==> src/rtl/md_dispatch_pkg.sv <==
// Shared encodings and op-class helpers for the multiply/divide issue controller.
package md_dispatch_pkg;

  localparam int OP_W = 4;

  localparam logic [OP_W-1:0] OP_NONE  = 4'd0;
  localparam logic [OP_W-1:0] OP_MULT  = 4'd1;
  localparam logic [OP_W-1:0] OP_MULTU = 4'd2;
  localparam logic [OP_W-1:0] OP_DIV   = 4'd3;
  localparam logic [OP_W-1:0] OP_DIVU  = 4'd4;
  localparam logic [OP_W-1:0] OP_MTHI  = 4'd5;
  localparam logic [OP_W-1:0] OP_MTLO  = 4'd6;
  localparam logic [OP_W-1:0] OP_MFHI  = 4'd7;
  localparam logic [OP_W-1:0] OP_MFLO  = 4'd8;

  typedef enum logic [1:0] {
    ST_IDLE  = 2'd0,
    ST_ISSUE = 2'd1,
    ST_HOLD  = 2'd2
  } state_e;

  function automatic logic is_start(input logic [OP_W-1:0] op);
    logic r;
    case (op)
      OP_MULT, OP_MULTU, OP_DIV, OP_DIVU: r = 1'b1;
      default:                            r = 1'b0;
    endcase
    return r;
  endfunction

  function automatic logic is_write(input logic [OP_W-1:0] op);
    logic r;
    case (op)
      OP_MTHI, OP_MTLO: r = 1'b1;
      default:          r = 1'b0;
    endcase
    return r;
  endfunction

  function automatic logic is_read(input logic [OP_W-1:0] op);
    logic r;
    case (op)
      OP_MFHI, OP_MFLO: r = 1'b1;
      default:          r = 1'b0;
    endcase
    return r;
  endfunction

  // Anything outside the three classes (OP_NONE, unused codes) is swallowed on accept.
  function automatic logic is_md_op(input logic [OP_W-1:0] op);
    return is_start(op) | is_write(op) | is_read(op);
  endfunction

endpackage

==> src/rtl/md_hold_buf.sv <==
// One-entry holding buffer for an operation that arrived while the unit was busy.
module md_hold_buf
  import md_dispatch_pkg::*;
#(
  parameter int W   = 32,
  parameter int OPW = OP_W
) (
  input  logic           clk,
  input  logic           reset,
  input  logic           load,
  input  logic           clear,
  input  logic [OPW-1:0] ld_op,
  input  logic [W-1:0]   ld_rs,
  input  logic [W-1:0]   ld_rt,
  output logic           buf_valid,
  output logic [OPW-1:0] buf_op,
  output logic [W-1:0]   buf_rs,
  output logic [W-1:0]   buf_rt
);

  logic           valid_r;
  logic [OPW-1:0] op_r;
  logic [W-1:0]   rs_r;
  logic [W-1:0]   rt_r;

  // Entry storage; clear wins over load so a flush can never leave a stale op behind.
  always_ff @(posedge clk) begin
    if (reset) begin
      valid_r <= 1'b0;
      op_r    <= OP_NONE;
      rs_r    <= {W{1'b0}};
      rt_r    <= {W{1'b0}};
    end else if (clear) begin
      valid_r <= 1'b0;
      op_r    <= OP_NONE;
    end else if (load) begin
      valid_r <= 1'b1;
      op_r    <= ld_op;
      rs_r    <= ld_rs;
      rt_r    <= ld_rt;
    end
  end

  assign buf_valid = valid_r;
  assign buf_op    = op_r;
  assign buf_rs    = rs_r;
  assign buf_rt    = rt_r;

endmodule

==> src/rtl/md_dispatch.sv <==
// E-stage issue controller in front of the HI/LO multiply/divide unit.
// Optional stall counter enabled by defining MD_PERF_CNT_EN.
module md_dispatch
  import md_dispatch_pkg::*;
#(
  parameter int W   = 32,
  parameter int OPW = OP_W
) (
  input  logic           clk,
  input  logic           reset,
  input  logic           in_valid,
  input  logic [OPW-1:0] in_op,
  input  logic [W-1:0]   in_rs,
  input  logic [W-1:0]   in_rt,
  output logic           in_ready,
  input  logic           cancel,
  input  logic           md_busy,
  output logic           md_valid,
  output logic [OPW-1:0] md_op,
  output logic [W-1:0]   md_rs,
  output logic [W-1:0]   md_rt,
  output logic           md_cancel,
  input  logic [W-1:0]   rd_hi,
  input  logic [W-1:0]   rd_lo,
  output logic           res_valid,
  output logic [W-1:0]   res_data,
  output logic [31:0]    perf_stall_cnt
);

  state_e         state_r;
  state_e         state_s;
  logic           in_ready_s;
  logic           accept_s;
  logic           launch_s;
  logic [OPW-1:0] launch_op_s;
  logic [W-1:0]   launch_rs_s;
  logic [W-1:0]   launch_rt_s;
  logic           buf_load_s;
  logic           buf_clear_s;
  logic           buf_valid_s;
  logic [OPW-1:0] buf_op_s;
  logic [W-1:0]   buf_rs_s;
  logic [W-1:0]   buf_rt_s;
  logic           rd_fire_s;

  logic           md_valid_r;
  logic [OPW-1:0] md_op_r;
  logic [W-1:0]   md_rs_r;
  logic [W-1:0]   md_rt_r;
  logic           res_valid_r;
  logic [W-1:0]   res_data_r;

  assign in_ready_s = (state_r != ST_HOLD) && !cancel;
  assign accept_s   = in_valid && in_ready_s;

  md_hold_buf #(
    .W   (W),
    .OPW (OPW)
  ) u_hold_buf (
    .clk       (clk),
    .reset     (reset),
    .load      (buf_load_s),
    .clear     (buf_clear_s),
    .ld_op     (in_op),
    .ld_rs     (in_rs),
    .ld_rt     (in_rt),
    .buf_valid (buf_valid_s),
    .buf_op    (buf_op_s),
    .buf_rs    (buf_rs_s),
    .buf_rt    (buf_rt_s)
  );

  // Next-state and launch selection; cancel overrides every other transition.
  always_comb begin
    state_s     = state_r;
    launch_s    = 1'b0;
    launch_op_s = in_op;
    launch_rs_s = in_rs;
    launch_rt_s = in_rt;
    buf_load_s  = 1'b0;
    buf_clear_s = 1'b0;
    if (cancel) begin
      state_s     = ST_IDLE;
      buf_clear_s = 1'b1;
    end else begin
      case (state_r)
        ST_IDLE: begin
          if (accept_s && is_md_op(in_op)) begin
            if (md_busy) begin
              state_s    = ST_HOLD;
              buf_load_s = 1'b1;
            end else begin
              state_s  = ST_ISSUE;
              launch_s = 1'b1;
            end
          end else begin
            state_s = ST_IDLE;
          end
        end
        // The unit reports busy for its own start, so a follow-on op always parks first.
        ST_ISSUE: begin
          if (accept_s && is_md_op(in_op)) begin
            state_s    = ST_HOLD;
            buf_load_s = 1'b1;
          end else begin
            state_s = ST_IDLE;
          end
        end
        ST_HOLD: begin
          if (!buf_valid_s) begin
            state_s = ST_IDLE;
          end else if (!md_busy) begin
            state_s     = ST_ISSUE;
            launch_s    = 1'b1;
            launch_op_s = buf_op_s;
            launch_rs_s = buf_rs_s;
            launch_rt_s = buf_rt_s;
            buf_clear_s = 1'b1;
          end else begin
            state_s = ST_HOLD;
          end
        end
        default: begin
          state_s     = ST_IDLE;
          buf_clear_s = 1'b1;
        end
      endcase
    end
  end

  // State register and registered launch port toward the unit.
  always_ff @(posedge clk) begin
    if (reset) begin
      state_r    <= ST_IDLE;
      md_valid_r <= 1'b0;
      md_op_r    <= OP_NONE;
      md_rs_r    <= {W{1'b0}};
      md_rt_r    <= {W{1'b0}};
    end else begin
      state_r    <= state_s;
      md_valid_r <= launch_s;
      md_op_r    <= launch_s ? launch_op_s : OP_NONE;
      if (launch_s) begin
        md_rs_r <= launch_rs_s;
        md_rt_r <= launch_rt_s;
      end
    end
  end

  assign rd_fire_s = (state_r == ST_ISSUE) && is_read(md_op_r) && !cancel;

  // mfhi/mflo capture: HI/LO are sampled at the end of the read's launch cycle.
  always_ff @(posedge clk) begin
    if (reset) begin
      res_valid_r <= 1'b0;
      res_data_r  <= {W{1'b0}};
    end else begin
      res_valid_r <= rd_fire_s;
      if (rd_fire_s) begin
        res_data_r <= (md_op_r == OP_MFHI) ? rd_hi : rd_lo;
      end
    end
  end

`ifdef MD_PERF_CNT_EN
  logic [31:0] perf_cnt_r;

  // Counts pipeline stall cycles; wraps naturally at 2^32.
  always_ff @(posedge clk) begin
    if (reset) begin
      perf_cnt_r <= 32'd0;
    end else if (in_valid && !in_ready_s && !cancel) begin
      perf_cnt_r <= perf_cnt_r + 32'd1;
    end
  end

  assign perf_stall_cnt = perf_cnt_r;
`else
  assign perf_stall_cnt = 32'd0;
`endif

  assign in_ready  = in_ready_s;
  assign md_cancel = cancel && (state_r == ST_ISSUE);
  assign md_valid  = md_valid_r;
  assign md_op     = md_op_r;
  assign md_rs     = md_rs_r;
  assign md_rt     = md_rt_r;
  assign res_valid = res_valid_r;
  assign res_data  = res_data_r;

endmodule

==> config.mk <==
export PLATFORM = sky130hd
export DESIGN_NAME = md_dispatch
export DESIGN_NICKNAME = d
export VERILOG_FILES = /design/src/rtl/md_dispatch_pkg.sv /design/src/rtl/md_hold_buf.sv /design/src/rtl/md_dispatch.sv
export SDC_FILE = /design/constraint.sdc
export NUM_CORES = 1
export LEC_CHECK = 0
export CORE_MARGIN = 4
export CORE_UTILIZATION = 45
export DETAILED_ROUTE_END_ITERATION = 6
export PLACE_DENSITY = 0.81
export REMOVE_ABC_BUFFERS = 1
export SLEW_MARGIN = 5
export SYNTH_ARGS = -nofsm -noshare
export SYNTH_HDL_FRONTEND = slang
export SYNTH_SLANG_ARGS = --single-unit
==> constraint.sdc <==
create_clock -name clk -period 2.3 [get_ports clk]
set_input_delay 0.23 -clock clk [delete_from_list [all_inputs] [get_ports clk]]
set_output_delay 0.23 -clock clk [all_outputs]
set_load 0.01 [all_outputs]
Word level (Yosys, flattened, before mapping)

Index checks and enable logic that the tools add are counted.

Bits of input ports: 137
Logic and storage cells: 94
Register bits after elaboration: 173

Multiplexer cells: 46
Reductions and logical operators: 18
Bitwise logic cells: 6
Equal/unequal tests: 13

Operators with widths:

| cell                                                 | number |
|---|---|
| two-way mux 32 bit                                   | 9 |
| two-way mux 1 bit                                    | 25 |
| equality test 4 x 3 -> 1 bit (second input constant) | 5 |
| two-way mux 4 bit                                    | 4 |
| OR reduction 2 bit                                   | 7 |
| equality test 4 x 2 -> 1 bit (second input constant) | 2 |
| equality test 4 bit (second input constant)          | 2 |
| two-way mux 2 bit                                    | 4 |
| logical AND 1 bit                                    | 7 |
| one-hot mux 1 bit (2 select lines)                   | 3 |
| one-hot mux 2 bit (3 select lines)                   | 1 |
| equality test 4 x 1 -> 1 bit (second input constant) | 1 |
| bitwise OR 1 bit                                     | 4 |
| OR reduction 4 bit                                   | 1 |
| equality test 2 x 1 -> 1 bit (second input constant) | 1 |
| equality test 2 bit (second input constant)          | 1 |
| logical NOT 2 bit                                    | 1 |
| inequality test 2 bit (second input constant)        | 1 |
| inverter 1 bit                                       | 2 |
| AND reduction 2 bit                                  | 1 |
| logical NOT 1 bit                                    | 1 |

Logic depth before layout (Yosys ltp)

Gate-level depths: netlist of run 1.

Depth after elaboration: 13
Gate-level depth with buffers: 8
Gate-level depth less buffers: 4

Hierarchy

Synthesis of run 1 repeated with hierarchy kept, for this count alone.

Cells, all modules: 824
Area, all modules: 8509.4 um2

Modules (own cells, without submodules):

| module      | cells each | area an instance (um2) | sequential area each (um2) | times used |
|---|---|---|---|---|
| md_dispatch | 517        | 5064.9                 | 2082.0                     | 1 |
| md_hold_buf | 307        | 3444.6                 | 1381.3                     | 1 |

Worst setup path after synthesis of run 1

Ideal clock, no wire load.

Kind: flip-flop to flip-flop
From: register md_op_r[1] (netlist: md_op[1])
To: register res_data_r[15] (netlist: res_data[15])
Buffers on the path: 2
Data arrival time: 1.775 ns
Data required time: 2.219 ns
Period minus slack after synthesis: 1.857 ns
Path slack: 0.443 ns
Cell stages (with the launch flop): 7
Setup time: 0.081 ns
Cell sequence: dfxtp_1 -> or4b_4 -> a2111oi_4 -> buf_4 -> buf_6 -> nor2_1 -> a211oi_2

Cells in the longest elaborated chain, start to end: 5
Elaborated cells on any way between the ends: 7
Those cells by class: eq/ne: 2; mux: 2; reduce/logical: 3

Ends and longest elaborated chain:

| what                                                                | RTL line                                  | RTL |
|---|---|---|
| from (decl)                                                         | md_dispatch.sv:47                         | `logic [OPW-1:0] md_op_r;` |
| from (signal assigned)                                              | md_dispatch.sv:142                        | `md_op_r <= launch_s ? launch_op_s : OP_NONE;` |
| equality test 4 x 3 -> 1 bit or equality test 4 bit (tied branches) | md_dispatch_pkg.sv:42, md_dispatch.sv:160 |  |
| OR reduction 2 bit                                                  | md_dispatch_pkg.sv:42                     | `case (op)` |
| two-way mux 1 bit                                                   | md_dispatch_pkg.sv:42                     |  |
| logical AND 1 bit (2 in a row)                                      | md_dispatch.sv:150                        | `assign rd_fire_s = (state_r == ST_ISSUE) && is_read(md_op_r) && !cancel;` |
| to (signal assigned)                                                | md_dispatch.sv:156                        | `res_data_r <= {W{1'b0}};` |
| to (signal assigned)                                                | md_dispatch.sv:160                        | `res_data_r <= (md_op_r == OP_MFHI) ? rd_hi : rd_lo;` |
| to (decl)                                                           | md_dispatch.sv:51                         | `logic [W-1:0] res_data_r;` |

Several ways; a longest one is shown, not always the timed one.
A chain may end at the register's enable or synchronous reset.

Worst setup path in the final report of run 1

From: register md_op_r[1] (netlist: md_op[1])
To: register res_data_r[31] (netlist: res_data[31])

Same word-level chain as after synthesis.

==> impl_metrics.env, run 1 <==
export IMPL_hold_class="input pin to register"
export IMPL_cts_resized_gates=0
export IMPL_clk_latency_ns=0.43
export IMPL_clock_buffers_created_by_tritoncts=17
export IMPL_setup_worst_path_class="register to register"
export IMPL_outcome="completed"
export IMPL_floorplan_io_pins=273
export IMPL_report_final_setup_viol=0
export IMPL_cap_violations=0
export IMPL_synth_seq_area_share_pct=46.9
export IMPL_worstPathRequired_ns=2.62
export IMPL_combinational_family_with_the_most_area_after_synthesis="compound AO/OA/AOI/OAI gates"
export IMPL_period_share_pct=90.8
export IMPL_postCtsSetupBuffers=0
export IMPL_swShare_pct=22.5
export IMPL_synth_fa_ha_area_share_pct=0
export IMPL_vdd_ir_drop_max_uv=471
export IMPL_syn_mean_instance_area_um2=8.35
export IMPL_worst_ep_arrival_time_ns=2.41
export IMPL_placed_instances=1288
export IMPL_detail_route_vias_per_cell=5.32
export IMPL_final_instance_count_excl_fill=1319
export IMPL_period_minus_slack_ns=2.09
export IMPL_clockBufferDepth=2
export IMPL_cts_tree="built"
export IMPL_core_rowCount=46
export IMPL_achievable_clock_frequency_mhz=479
export IMPL_drt_wl_total_um=22200
export IMPL_place_detailed_hpwl_um=15500
export IMPL_place_worst_setup_slack_ns=-0.0383
export IMPL_first_global_vias=6510
export IMPL_ctsRootBufferMaster="sky130_fd_sc_hd__clkbuf_16"
export IMPL_synth_simple_gate_area_share_pct=17.6
export IMPL_antennaDiodeCount=0
export IMPL_post_layout_total_power_uw=6630
export IMPL_clock_skew_final_ns=0.00760
export IMPL_initial_core_utilization_pct=46.2
export IMPL_cp_end_kind="register"
export IMPL_global_route_wire_length_before_repair_um=33900
export IMPL_path_clk_slew_ns=0.06
export IMPL_total_drc_errors_in_the_routed_layout=0
export IMPL_ys_seq_elements=173
export IMPL_tns_ns=0
export IMPL_drt_pre_antenna_iters=6
export IMPL_hold_viol=0
export IMPL_synth_cells=885
export IMPL_grt_antenna_before_repair=0
export IMPL_detail_route_iter0_violations=557
export IMPL_cts_hold_repair_buffers=0
export IMPL_power_frac_comb_pct=10.2
export IMPL_fp_dieArea_um2=18500
export IMPL_relSlewSlack_pct=60.5
export IMPL_maxSlewViolCount=0
export IMPL_floorplan_die_width_um=136
export IMPL_floorplan_die_height_um=136
export IMPL_ant_nets=0
export IMPL_synthToLayoutAreaGrowth_pct=42.2
export IMPL_cts_htree_levels=4
export IMPL_power_frac_clock_pct=43.3
export IMPL_post_route_worst_setup_slack_ns=0.211
export IMPL_netlist_cell_type_count=35
export IMPL_synth_xor_area_share_pct=0
export IMPL_grt_ovfl_total=0
export IMPL_design_core_area_um2=16000
export IMPL_port_buffer_count=240
export IMPL_power_density_nw_per_um2=632
export IMPL_fraction_of_layout_instances_using_a_drive_strength_above_1_pct=7.71
export IMPL_muxShareOfSynthArea_pct=4.34
export IMPL_area_fraction_in_compound_gates_after_synthesis_pct=22.5
export IMPL_startpoint_type="register"
export IMPL_grt_start_max_net_pins=66
export IMPL_switching_power_summed_over_all_nets_uw=1490
export IMPL_number_of_clock_sinks_seen_by_cts=173
export IMPL_netlist_area_um2=7390
export IMPL_worstMarginPinSlew_ns=0.587
export IMPL_synth_warning_count=0
export IMPL_design_final_nets=1228
export IMPL_routed_via_count=7020
export IMPL_power_leakage_uw=0.00378
export IMPL_intPower_uw=5140
export IMPL_globalplace_congestion=0.862
export IMPL_final_core_util_pct=65.6
export IMPL_grt_util_all_layers_pct=23.0
export IMPL_unrepaired_setup_endpoints_after_global_routing="no"
export IMPL_seqPwrFrac_pct=46.5
export IMPL_cp_max_fo=65
export IMPL_dr_wl_cell_um=16.8
-- path summary, 6_finish.rpt --
path | start | slack, ns | to | cells past startpoint
min reg2reg | u_hold_buf.buf_rs[28]$_SDFFE_PP0P_ | 0.45 | u_hold_buf.buf_rs[28]$_SDFFE_PP0P_ | 2
max | md_op[1]$_SDFF_PP0_ | 0.21 | res_data[31]$_SDFFE_PP0P_ | 5
min | reset | 0.19 | u_hold_buf.buf_rt[6]$_SDFFE_PP0P_ | 2
max reg2reg | md_op[1]$_SDFF_PP0_ | 0.21 | res_data[31]$_SDFFE_PP0P_ | 5
-- state kept, by name, summed over array words and instances, names as in the netlist --
name                  count
res_valid                 1
md_rs                    32
u_hold_buf.buf_rs        32
md_rt                    32
md_valid                  1
res_data                 32
u_hold_buf.buf_valid      1
md_op                     4
u_hold_buf.buf_rt        32
state_r                   2
u_hold_buf.buf_op         4
-- metal layers --
metal | GRT usage, % | up-vias | part of all wire [%]
met2 | 37.3 | 322 | 47
met1 | 28.3 | 3237 | 40
met5 | 0 | - | 0
met3 | 7.62 | 47 | 10
met4 | 8.85 | 0 | 2.7
li1 | - | 3414 | -
-- layout make-up --
cell class	count	area (µm²)
flip-flops and latches	173	3460
repair buffers	268	2760
well taps	216	270
clock inverters	11	144
inverters	1	3.75
multi-input cells	630	3410
fillers	1315	5500
clock buffers	20	447
-- cell families (layout without fill, tap and decap cells) --
kind of cell,Yosys count,after routing
AND/OR/NAND/NOR,327,327
buffers and inverters,113,300
AO/OA/AOI/OAI,239,239
other,1,32
flip-flops,173,173
multiplexers,32,32
-- power by group through the flow --
stage	logic, µW	clock network, µW	registers (µW)
6_report	676	2870	3080
3_3_place_gp	662	0	3150
2_1_floorplan	198	0	3160
4_1_cts	675	2920	3080
5_1_grt	727	3040	3090
3_5_place_dp	669	0	3150
-- cell usage after synthesis (all sizes together) --
| master | instances | area (µm²) |
|---|---|---|
| clkbuf | 52 | 195 |
| a21o | 1 | 7.51 |
| nor2b | 4 | 25.0 |
| nand2b | 1 | 6.26 |
| nor3 | 2 | 10.0 |
| a22oi | 3 | 22.5 |
| a32oi | 1 | 8.76 |
| and2 | 2 | 12.5 |
| mux2i | 32 | 320 |
| o31a | 1 | 8.76 |
| a311oi | 64 | 561 |
| and4 | 2 | 17.5 |
| or4b | 1 | 13.8 |
| or4 | 1 | 7.51 |
| nand4 | 1 | 6.26 |
| nand2 | 267 | 1000 |
| buf | 60 | 440 |
| nand4b | 1 | 8.76 |
| a211oi | 32 | 325 |
| or3b | 1 | 11.3 |
| or2 | 1 | 6.26 |
| a2111oi | 1 | 27.5 |
| dfxtp | 173 | 3460 |
| nor4 | 1 | 6.26 |
| nor3b | 2 | 15.0 |
| conb | 1 | 3.75 |
| a21oi | 133 | 666 |
| nor2 | 40 | 150 |
| o21ai | 1 | 5.00 |
| o31ai | 2 | 28.8 |
| inv | 1 | 3.75 |
-- stage by stage --
stage | hold WS [ns] | cell area [µm²]
after floorplan | 0.295 | 6870
after CTS | 0.173 | 10500
after global placement | 0.441 | 9910
after global routing | 0.184 | 10500
final | 0.188 | 10500
after detailed placement | 0.447 | 9910
-- cells in the final DEF, fill, tap and decap left out, drive strengths merged, types with 20 or more instances in the layout --
master / instances
a211oi: 32
a311oi: 64
a21oi: 133
nor2: 40
clkbuf: 20
conb: 32
clkdlybuf4s50: 239
mux2i: 32
buf: 29
dfxtp: 173
nand2: 267
-- worst max-delay path, stage by stage (launching register included) --
cell                        delay [ns]
sky130_fd_sc_hd__dfxtp_1          0.32
sky130_fd_sc_hd__or4b_4           0.54
sky130_fd_sc_hd__a2111oi_4        0.41
sky130_fd_sc_hd__buf_12           0.31
sky130_fd_sc_hd__nor2_1           0.09
sky130_fd_sc_hd__a211oi_1         0.27
Note: power is estimated with default switching activity, not from simulation.
==> run 2: changes to the inputs <==
--- a/config.mk
+++ b/config.mk
@@ -5,12 +5,14 @@
 export SDC_FILE = /design/constraint.sdc
 export NUM_CORES = 1
 export LEC_CHECK = 0
+export ABC_CLOCK_PERIOD_IN_PS = 2300
 export CORE_MARGIN = 4
-export CORE_UTILIZATION = 45
+export CORE_UTILIZATION = 47
 export DETAILED_ROUTE_END_ITERATION = 6
 export PLACE_DENSITY = 0.81
 export REMOVE_ABC_BUFFERS = 1
 export SLEW_MARGIN = 5
 export SYNTH_ARGS = -nofsm -noshare
 export SYNTH_HDL_FRONTEND = slang
+export SYNTH_HIERARCHICAL = 1
 export SYNTH_SLANG_ARGS = --single-unit
==> impl_metrics.env, run 2 <==
export IMPL_outcome="completed"
export IMPL_globalplace_congestion=0.792
export IMPL_worstPathRequired_ns=2.64
export IMPL_synthArstFlopShare_pct=0
export IMPL_netlist_cell_type_count=36
export IMPL_path_clk_slew_ns=0.07
export IMPL_worstMarginPinSlew_ns=0.530
export IMPL_setup_worst_path_class="register to register"
export IMPL_maxSlewViolCount=0
export IMPL_clock_buffers_created_by_tritoncts=17
export IMPL_synth_simple_gate_area_share_pct=21.0
export IMPL_synth_seq_area_share_pct=40.7
export IMPL_post_route_worst_setup_slack_ns=0.281
export IMPL_fillers=1375
export IMPL_port_buffer_count=240
export IMPL_drt_wl_total_um=23600
export IMPL_routed_via_count=6995
export IMPL_period_share_pct=87.8
export IMPL_ys_seq_elements=173
export IMPL_postCtsSetupBuffers=0
export IMPL_core_rowCount=48
export IMPL_synth_fa_ha_area_share_pct=0
export IMPL_initial_core_utilization_pct=48.5
export IMPL_floorplan_die_height_um=143
export IMPL_cts_resized_gates=0
export IMPL_holdWs_ns=0.245
export IMPL_synth_edf_count=0
export IMPL_detail_route_iter0_violations=401
export IMPL_fp_dieArea_um2=20300
export IMPL_clockBufferDepth=2
export IMPL_hold_viol=0
export IMPL_cts_htree_levels=4
export IMPL_post_layout_total_power_uw=7220
export IMPL_worst_path_largest_cell_delay_ns=0.55
export IMPL_synth_top_cells_by_area="sky130_fd_sc_hd__dfxtp_1 (41%), sky130_fd_sc_hd__mux2i_1 (12%), sky130_fd_sc_hd__nand4bb_1 (8.5%), sky130_fd_sc_hd__a211oi_1 (7.1%), sky130_fd_sc_hd__o21ai_2 (6.2%)"
export IMPL_cts_hold_repair_buffers=0
export IMPL_final_core_util_pct=67.0
export IMPL_synth_cells_most_frequent="sky130_fd_sc_hd__dfxtp_1 (173), sky130_fd_sc_hd__mux2i_1 (100), sky130_fd_sc_hd__a211oi_1 (80)"
export IMPL_synthDominantAreaCellType="sky130_fd_sc_hd__dfxtp_1"
export IMPL_cpMaxStageDelayCell="sky130_fd_sc_hd__or4b_4"
export IMPL_timing_critical_path_cells="or4b_4 > a2111oi_4 > buf_12 > nor2_1 > a211oi_1"
export IMPL_report_final_setup_viol=0
export IMPL_synth_most_common_cell="sky130_fd_sc_hd__dfxtp_1"
export IMPL_worst_ep_arrival_time_ns=2.36
export IMPL_synthToLayoutAreaGrowth_pct=38.1
export IMPL_ctsRootBufferMaster="sky130_fd_sc_hd__clkbuf_16"
export IMPL_cts_tree="built"
export IMPL_cp_end_kind="register"
export IMPL_place_worst_setup_slack_ns=-0.109
export IMPL_cp_max_fo=65
export IMPL_clock_skew_final_ns=0.00723
export IMPL_grt_ovfl_total=0
export IMPL_seqCellArea_um2=3460
export IMPL_relSlewSlack_pct=64.7
export IMPL_synth_xor_area_share_pct=0
export IMPL_yosys_area_top_type_share_pct=40.7
export IMPL_hold_class="input pin to register"
export IMPL_synth_cells=824
export IMPL_power_leakage_uw=0.00415
export IMPL_drt_pre_antenna_iters=5
export IMPL_ant_nets=0
export IMPL_muxShareOfSynthArea_pct=11.8
export IMPL_global_route_wire_length_before_repair_um=37200
export IMPL_multiInputGateArea_um2=4390
export IMPL_startpoint_type="register"
export IMPL_grt_start_max_net_pins=90
export IMPL_period_minus_slack_ns=2.02
export IMPL_fraction_of_layout_instances_using_a_drive_strength_above_1_pct=16.0
export IMPL_place_detailed_hpwl_um=16300
export IMPL_final_common_cell="sky130_fd_sc_hd__clkdlybuf4s50_1"
export IMPL_final_cell_mix="sky130_fd_sc_hd__clkdlybuf4s50_1 (239), sky130_fd_sc_hd__dfxtp_1 (173), sky130_fd_sc_hd__mux2i_1 (100)"
export IMPL_grt_antenna_before_repair=1
export IMPL_floorplan_die_width_um=143
export IMPL_vdd_ir_drop_max_uv=547
export IMPL_first_global_vias=7026
export IMPL_achievable_clock_frequency_mhz=495
export IMPL_clk_latency_ns=0.43
export IMPL_tns_ns=0
export IMPL_unrepaired_setup_endpoints_after_global_routing="no"
export IMPL_ys_dominant_reg_cell="sky130_fd_sc_hd__dfxtp_1"
export IMPL_combinational_family_with_the_most_area_after_synthesis="simple AND/OR/NAND/NOR gates"
export IMPL_area_fraction_in_compound_gates_after_synthesis_pct=16.8
export IMPL_power_density_nw_per_um2=614
export IMPL_number_of_clock_sinks_seen_by_cts=173
export IMPL_syn_mean_instance_area_um2=10.3
export IMPL_netlist_area_um2=8510
export IMPL_synth_warning_count=6
export IMPL_cap_violations=0
export IMPL_total_drc_errors_in_the_routed_layout=0
export IMPL_grt_util_all_layers_pct=22.8
export IMPL_detail_route_vias_per_cell=5.46
export IMPL_floorplan_io_pins=273
export IMPL_dr_wl_cell_um=18.5
export IMPL_design_core_area_um2=17500
export IMPL_design_final_nets=1181
==> run 2: cell type report <==
type	instances	area share [%]
clock buffer	20	3.97
multi-input combinational	561	37.4
timing repair buffer	288	24.9
tap	225	2.40
sequential	173	29.5
inverter	3	0.0958
clock inverter	10	1.80
antenna	1	0.0213
==> run 2: per-stage QoR <==
| step | area, µm² | std cells |
|---|---|---|
| 2_1_floorplan | 7820 | 737 |
| 3_3_place_gp | 11100 | 1250 |
| 3_5_place_dp | 11100 | 1250 |
| 4_1_cts | 11800 | 1280 |
| 5_1_grt | 11800 | 1281 |
| 6_report | 11800 | 1281 |
==> run 2: path summary, 6_finish.rpt <==
kind | to | from | cells after the start | slack, ns
hold / removal | md_rt[29]$_SDFFE_PP0P_ | reset | 2 | 0.24
setup reg to reg | res_data[12]$_SDFFE_PP0P_ | md_op[1]$_SDFF_PP0_ | 5 | 0.28
hold reg to reg | u_hold_buf/buf_rs[31]$_SDFFE_PP0P_ | u_hold_buf/buf_rs[31]$_SDFFE_PP0P_ | 2 | 0.47
setup / recovery | res_data[12]$_SDFFE_PP0P_ | md_op[1]$_SDFF_PP0_ | 5 | 0.28
==> run 2: worst max-delay path, delay by kind of cell, from the launching register on <==
kind,cells,cell delay [ns]
DFF,1,0.32
buffers and inverters,1,0.31
AOI/OAI and AO/OA,2,0.63
and+or+nand+nor,2,0.64
==> run 2: power by group <==
part / switching, µW / total, µW / internal [µW]
Combinational: 341 / 805 / 463
Clock: 1200 / 3320 / 2120
Sequential: 35.8 / 3090 / 3060
==> run 2: kinds of logic after synthesis <==
group | Yosys count
buf+inv | 121
mux | 100
compound gates | 170
flops | 173
simple gates | 259
other cells | 1
==> run 2: routing by layer <==
metal | part of all wire, % | vias up | routed length [µm] | global-route usage, %
met5 | 0 | - | 0 | 0
met4 | 2.3 | 0 | 544 | 8.10
met3 | 7.6 | 31 | 1790 | 5.61
met2 | 48 | 234 | 11300 | 37.8
met1 | 42 | 3330 | 10000 | 28.8
li1 | - | 3400 | - | -
==> run 3: changes to the inputs <==
--- a/config.mk
+++ b/config.mk
@@ -11,7 +11,7 @@
 export DETAILED_ROUTE_END_ITERATION = 6
 export PLACE_DENSITY = 0.81
 export REMOVE_ABC_BUFFERS = 1
-export SLEW_MARGIN = 5
+export SLEW_MARGIN = 10
 export SYNTH_ARGS = -nofsm -noshare
 export SYNTH_HDL_FRONTEND = slang
 export SYNTH_HIERARCHICAL = 1
==> results of run 3 <==
Final layout, timing and power as in run 2 (identical DEF).
